$ cat config.mk
export PLATFORM = sky130hd
export DESIGN_NAME = ifetch_unit
export DESIGN_NICKNAME = d
export VERILOG_FILES = /design/src/rtl/rv_fetch_pkg.sv /design/src/rtl/fetch_fifo.sv /design/src/rtl/ifetch_unit.sv
export SDC_FILE = /design/constraint.sdc
export NUM_CORES = 1
export LEC_CHECK = 0
export ABC_AREA = 1
export BUFFER_PORTS_ARGS = -buffer_cell sky130_fd_sc_hd__buf_2
export CAP_MARGIN = 20
export CORE_MARGIN = 3
export CORE_UTILIZATION = 25
export DETAILED_ROUTE_END_ITERATION = 16
export GPL_ROUTABILITY_DRIVEN = 0
export RECOVER_POWER = 25
export SLEW_MARGIN = 10
export SYNTH_ARGS = -nofsm -noshare
export SYNTH_HDL_FRONTEND = slang
export SYNTH_SLANG_ARGS = --single-unit
$ cat constraint.sdc
create_clock -name clk -period 2.5 [get_ports clk]
set_input_delay 0.75 -clock clk [delete_from_list [all_inputs] [get_ports clk]]
set_output_delay 0.75 -clock clk [all_outputs]
set_load 0.005 [all_outputs]
$ cat src/rtl/rv_fetch_pkg.sv
// Shared types and constants for the instruction-fetch front end.
package rv_fetch_pkg;

  localparam int unsigned XLEN     = 32;
  localparam logic [31:0] RESET_PC = 32'h0;

  // One decoded-side queue entry: fetch address paired with its instruction word.
  typedef struct packed {
    logic [31:0] pc;
    logic [31:0] instr;
  } fetch_entry_t;

endpackage

$ cat src/rtl/fetch_fifo.sv
// Synchronous FIFO with async active-low reset and synchronous clear.
// Head entry is presented directly from registered storage.
module fetch_fifo #(
  parameter int unsigned DEPTH = 4,
  parameter int unsigned WIDTH = 32
) (
  input  logic                             i_clk,
  input  logic                             i_rst_n,
  input  logic                             i_clr,
  input  logic                             i_push,
  input  logic [WIDTH-1:0]                 i_data,
  input  logic                             i_pop,
  output logic [WIDTH-1:0]                 o_data,
  output logic                             o_empty,
  output logic [$clog2(DEPTH+1)-1:0]       o_count
);

  localparam int unsigned PTR_W = (DEPTH > 1) ? $clog2(DEPTH) : 1;
  localparam int unsigned CNT_W = $clog2(DEPTH + 1);

  logic [WIDTH-1:0] r_mem [DEPTH];
  logic [PTR_W-1:0] r_wr_ptr;
  logic [PTR_W-1:0] r_rd_ptr;
  logic [CNT_W-1:0] r_count;

  logic w_full;
  logic w_do_push;
  logic w_do_pop;

  function automatic logic [PTR_W-1:0] ptr_inc(input logic [PTR_W-1:0] p);
    return (p == PTR_W'(DEPTH - 1)) ? '0 : p + PTR_W'(1);
  endfunction

  // Push/pop qualification; a full FIFO may still push when it also pops.
  always_comb begin
    w_full    = (r_count == CNT_W'(DEPTH));
    w_do_pop  = i_pop & (r_count != '0);
    w_do_push = i_push & (~w_full | w_do_pop);
  end

  // Storage write; cleared on reset so the head reads zero out of reset.
  always_ff @(posedge i_clk or negedge i_rst_n) begin
    if (!i_rst_n) begin
      for (int i = 0; i < DEPTH; i++) r_mem[i] <= '0;
    end else if (w_do_push && !i_clr) begin
      r_mem[r_wr_ptr] <= i_data;
    end
  end

  // Pointer and occupancy update; clear wins over push/pop.
  always_ff @(posedge i_clk or negedge i_rst_n) begin
    if (!i_rst_n) begin
      r_wr_ptr <= '0;
      r_rd_ptr <= '0;
      r_count  <= '0;
    end else if (i_clr) begin
      r_wr_ptr <= '0;
      r_rd_ptr <= '0;
      r_count  <= '0;
    end else begin
      if (w_do_push) r_wr_ptr <= ptr_inc(r_wr_ptr);
      if (w_do_pop)  r_rd_ptr <= ptr_inc(r_rd_ptr);
      if (w_do_push && !w_do_pop)      r_count <= r_count + CNT_W'(1);
      else if (w_do_pop && !w_do_push) r_count <= r_count - CNT_W'(1);
    end
  end

  // Head and status outputs.
  always_comb begin
    o_data  = r_mem[r_rd_ptr];
    o_empty = (r_count == '0);
    o_count = r_count;
  end

endmodule

$ cat src/rtl/ifetch_unit.sv
// Instruction-fetch front end: issues pc to imem, pairs in-order responses with
// their fetch address, buffers them for decode, and drives the PC advance strobe.
module ifetch_unit
  import rv_fetch_pkg::*;
#(
  parameter int unsigned FQ_DEPTH = 4
) (
  input  logic            clk,
  input  logic            reset_n,
  input  logic [XLEN-1:0] pc,
  input  logic            flush,
  output logic            pcWrite,
  output logic            imem_req_valid,
  output logic [XLEN-1:0] imem_req_addr,
  input  logic            imem_req_ready,
  input  logic            imem_rsp_valid,
  input  logic [XLEN-1:0] imem_rsp_data,
  output logic            id_valid,
  output logic [XLEN-1:0] id_instr,
  output logic [XLEN-1:0] id_pc,
  input  logic            id_ready
);

  localparam int unsigned CNT_W = $clog2(FQ_DEPTH + 1);
  localparam logic [CNT_W:0] DEPTH_W = (CNT_W + 1)'(FQ_DEPTH);

  logic [CNT_W-1:0] r_in_flight;
  logic [CNT_W-1:0] r_drop_cnt;
  logic [CNT_W-1:0] w_in_flight_d;
  logic [CNT_W-1:0] w_drop_cnt_d;

  logic             w_credit_ok;
  logic             w_accept;
  logic             w_rsp;
  logic             w_rsp_keep;
  logic             w_pop;

  logic [XLEN-1:0]  w_tag_head;
  logic             w_tag_empty;
  logic [CNT_W-1:0] w_unused_tag_count;

  fetch_entry_t     w_q_in;
  fetch_entry_t     w_q_head;
  logic             w_q_empty;
  logic [CNT_W-1:0] w_q_count;

  // Request side: credit counts slots already promised to in-flight fetches.
  always_comb begin
    w_credit_ok    = ({1'b0, r_in_flight} + {1'b0, w_q_count}) < DEPTH_W;
    imem_req_addr  = pc;
    imem_req_valid = reset_n & ~flush & w_credit_ok;
    w_accept       = imem_req_valid & imem_req_ready;
    pcWrite        = reset_n & (flush | w_accept);
  end

  // Response side: stray responses with nothing in flight are ignored; wrong-path
  // responses (drop_cnt > 0) and responses in a flush cycle are discarded.
  always_comb begin
    w_rsp      = imem_rsp_valid & (r_in_flight != '0);
    w_rsp_keep = w_rsp & ~flush & (r_drop_cnt == '0) & ~w_tag_empty;
    w_q_in     = '{pc: w_tag_head, instr: imem_rsp_data};
    w_pop      = id_valid & id_ready;
  end

  // Decode side outputs straight from the queue head.
  always_comb begin
    id_valid = ~w_q_empty & ~flush;
    id_instr = w_q_head.instr;
    id_pc    = w_q_head.pc;
  end

  // Counter next-state; on flush everything still outstanding becomes droppable.
  always_comb begin
    w_in_flight_d = r_in_flight;
    w_drop_cnt_d  = r_drop_cnt;
    if (w_accept) w_in_flight_d = w_in_flight_d + CNT_W'(1);
    if (w_rsp)    w_in_flight_d = w_in_flight_d - CNT_W'(1);
    if (flush) begin
      w_drop_cnt_d = w_in_flight_d;
    end else if (w_rsp && (r_drop_cnt != '0)) begin
      w_drop_cnt_d = r_drop_cnt - CNT_W'(1);
    end
  end

  // Counter registers.
  always_ff @(posedge clk or negedge reset_n) begin
    if (!reset_n) begin
      r_in_flight <= '0;
      r_drop_cnt  <= '0;
    end else begin
      r_in_flight <= w_in_flight_d;
      r_drop_cnt  <= w_drop_cnt_d;
    end
  end

  fetch_fifo #(
    .DEPTH (FQ_DEPTH),
    .WIDTH (XLEN)
  ) u_tag_fifo (
    .i_clk   (clk),
    .i_rst_n (reset_n),
    .i_clr   (flush),
    .i_push  (w_accept),
    .i_data  (pc),
    .i_pop   (w_rsp_keep),
    .o_data  (w_tag_head),
    .o_empty (w_tag_empty),
    .o_count (w_unused_tag_count)
  );

  fetch_fifo #(
    .DEPTH (FQ_DEPTH),
    .WIDTH ($bits(fetch_entry_t))
  ) u_instr_q (
    .i_clk   (clk),
    .i_rst_n (reset_n),
    .i_clr   (flush),
    .i_push  (w_rsp_keep),
    .i_data  (w_q_in),
    .i_pop   (w_pop),
    .o_data  (w_q_head),
    .o_empty (w_q_empty),
    .o_count (w_q_count)
  );

endmodule

==> results.txt <==
Status: finished with violations
Failing checks: negative setup slack
Hold buffers post-CTS: 0
Endpoints failing hold: 0
Primary FF master, synth: dfrtp_1
Post-route setup slack: -0.308 ns
Mean area per synthesized cell: 8.08 sq um
Critical path class: register to output port
Wl on met1: 27800 um
Synth top area cells: dfrtp_1 (54%), nand2_1 (17%), o21ai_0 (10%)
Initial Util: 0.255
CTS buffer count: 46
Number of global-route vias before repair: 15572
Slowest cell on the critical path: dfrtp_4
Vias per cell: 4.71
Top sig layer: met5
Final Core Density: 0.329
Pin count of the biggest net entering global routing: 167
Leakage: 12.4 nW
Layout area overhead: 29.4%
Final setup fails: 66
CP max FO: 8
WP data arrival: 2.06 ns
Clk slew on worst S/H paths: 0.06 ns
CP required: 1.75 ns
Number of distinct library cells after synthesis: 34
Net Count, Synth: 2408
Port Buffers: 168
Mapped Area: 18800 sq um
DRC Markers: 0
Clock sink count: 404
Cells along the critical path: buf_12, buf_8, clkbuf_16, nor2_2, o22ai_1, buf_4, buf_2
Total gr overflow: 0
Buf/Inv on CP: 5
Yosys warnings: 0
Register area share after synthesis: 0.539
Post-synth top cells: nand2_1 (825), dfrtp_1 (404), o21ai_0 (381)
Max Freq: 356 MHz
Worst skew pair latency: 0.59 ns
Syn Inst Count: 2321
Synthesized flop and latch total: 404
H-tree lvl count: 2
CP top delay family: buffers and inverters
Final period util: 1.12
Post-DRT Antenna Nets: 0
Num ports: 169
Synth top area share: 0.539
Post-DP Area: 20700 sq um
Crit path time final: 2.81 ns
Post-DP HPWL: 33800 um
Peak supply drop: 0.000421 V
Die area: 78400 sq um
First drt pass iteration count: 6
Number of enable flip-flop cells after synthesis: 0
Worst Max-Slew Pin Slew: 1.44 ns
Hold Path Class: input port to register
Final WL: 64300 um
Clock skew: 0.0253 ns
RSZ-0062 raised after global routing: yes
Max-cap check violation count: 0
# rows: 99
Filler cells: 7615
Setup crit start kind: register
Die span in y: 280 um
Share of flip-flops with an asynchronous set or reset: 1.00
Core footprint: 73700 sq um
Initial DRC Count: 1358
First-pass GRT wire length: 89800 um
Max clock buf depth: 3
Slew headroom: 0.0390
Critical Path Max Stage Delay: 0.50 ns
Total number of vias: 16435
Routed wl met3: 3740 um
Cell taking the most area after synthesis: dfrtp_1
Post-route non-filler standard cell count: 3491
Chip Width: 280 um
Element type at the critical path end: output port
NumNets Final: 2586
Routed length per instance: 18.4 um
Routed met2 length: 30700 um
Share of cells above drive strength 1: 0.209
Placed cell count: 3339
Pins Over Slew Limit: 0
Most frequent cell after synthesis: nand2_1
Root Driver: clkbuf_16
Final Instance Area: 24300 sq um
Initial antenna violation count: 2
Pwr Density: 951 nW/um^2
Total track usage: 0.143
CTS tree: yes
[kinds of logic (layout without fill, tap and decap cells)]
logic type	Yosys count	after routing	synth area share
adder cells (fa/ha/maj)	17	17	0.0121
flip-flops	404	404	0.539
buffers and inverters	264	473	0.0680
XOR/XNOR	3	3	0.00140
other	0	1	0
AO/OA/AOI/OAI	560	560	0.157
AND/OR/NAND/NOR	1073	1074	0.222
[sequential cells by signal, summed over array words and instances (netlist names)]
name / cells
u_tag_fifo.o_count: 3
u_tag_fifo.r_rd_ptr: 2
u_instr_q.r_wr_ptr: 2
u_instr_q.r_rd_ptr: 2
u_instr_q.o_count: 3
u_instr_q.r_mem: 256
u_tag_fifo.r_wr_ptr: 2
r_in_flight: 3
u_tag_fifo.r_mem: 128
r_drop_cnt: 3
[metrics by stage]
| step | setup slack [ns] | total power [mW] | hold slack (ns) | TNS, ns |
|---|---|---|---|---|
| finish | -0.308 | 23.1 | 0.430 | -12.06 |
| global route | -0.356 | 24.4 | 0.407 | -28.90 |
| CTS | -0.334 | 21.3 | 0.151 | -15.11 |
| detailed placement | 0.0795 | 14.0 | 0.460 | 0 |
| global placement | 0.0802 | 13.9 | 0.456 | 0 |
| floorplan | 0.177 | 11.3 | 0.443 | 0 |
[tightest hold or removal path: stages]
cell and delay, ns:
buf_2 0.13, nand2_1 0.06, nand2_1 0.05
[final timing paths]
path                                       start                    to  slack (ns)  cells after the start
hold / removal                            pc[15]  u_tag_fifo.r_mem[47]        0.43                      3
setup reg to reg                  r_in_flight[2]  u_tag_fifo.r_mem[29]        0.08                     14
hold reg to reg             u_tag_fifo.r_mem[46]  u_tag_fifo.r_mem[46]        0.47                      2
setup / recovery           u_instr_q.r_rd_ptr[0]             id_pc[17]       -0.31                      7
max in group asynchronous                reset_n   u_instr_q.r_mem[95]        0.22                      3
min in group asynchronous                reset_n  u_instr_q.r_mem[254]        0.61                      2
[where the power goes]
part / internal, mW / switching (mW) / total [mW] / leakage (nW)
Sequential: 7.52 / 0.609 / 8.13 / 5.54
Clock: 3.89 / 2.88 / 6.77 / 0.733
Combinational: 3.50 / 4.69 / 8.19 / 6.13
[what timing repair did]
action / CTS / global route
cloned: 4 / 38
setup endpoints to repair: 66 / 200
pin swaps: 6 / 58
endpoints found under the hold margin: 0 / 0
gates resized for setup: 28 / 284
setup buffers: 8 / 26
[cell usage in the layout (no fill, tap or decap), drive strengths merged, types with 2 or more instances in the layout]
cell type,count
o22ai,96
fa,2
bufinv,2
and2,2
nand2,832
nor3,3
a21oi,5
dfrtp,404
clkbuf,89
xnor2,3
o21ai,456
clkinv,14
nand4,3
buf,288
clkinvlp,2
nor2,205
ha,15
nand3,28
inv,78
[cell type report]
type / instances / area, sq um / area share
Sequential cell: 404 / 10100 / 0.417
Multi-Input combinational cell: 1654 / 7960 / 0.328
Timing Repair Buffer: 313 / 3130 / 0.129
Clock buffer: 64 / 1310 / 0.0539
Tap cell: 959 / 1200 / 0.0494
Inverter: 78 / 335 / 0.0138
Clock inverter: 16 / 184 / 0.00758
Timing Repair inverter: 2 / 32.5 / 0.00134
Antenna cell: 1 / 2.50 / 0.000103
[layer usage]
| metal | track usage | vias to the layer above |
|---|---|---|
| met4 | 0.0386 | 4 |
| met5 | 0 | - |
| li1 | - | 7895 |
| met3 | 0.0194 | 116 |
| met1 | 0.197 | 7844 |
| met2 | 0.238 | 576 |
Note: power is estimated with default switching activity, not from simulation.
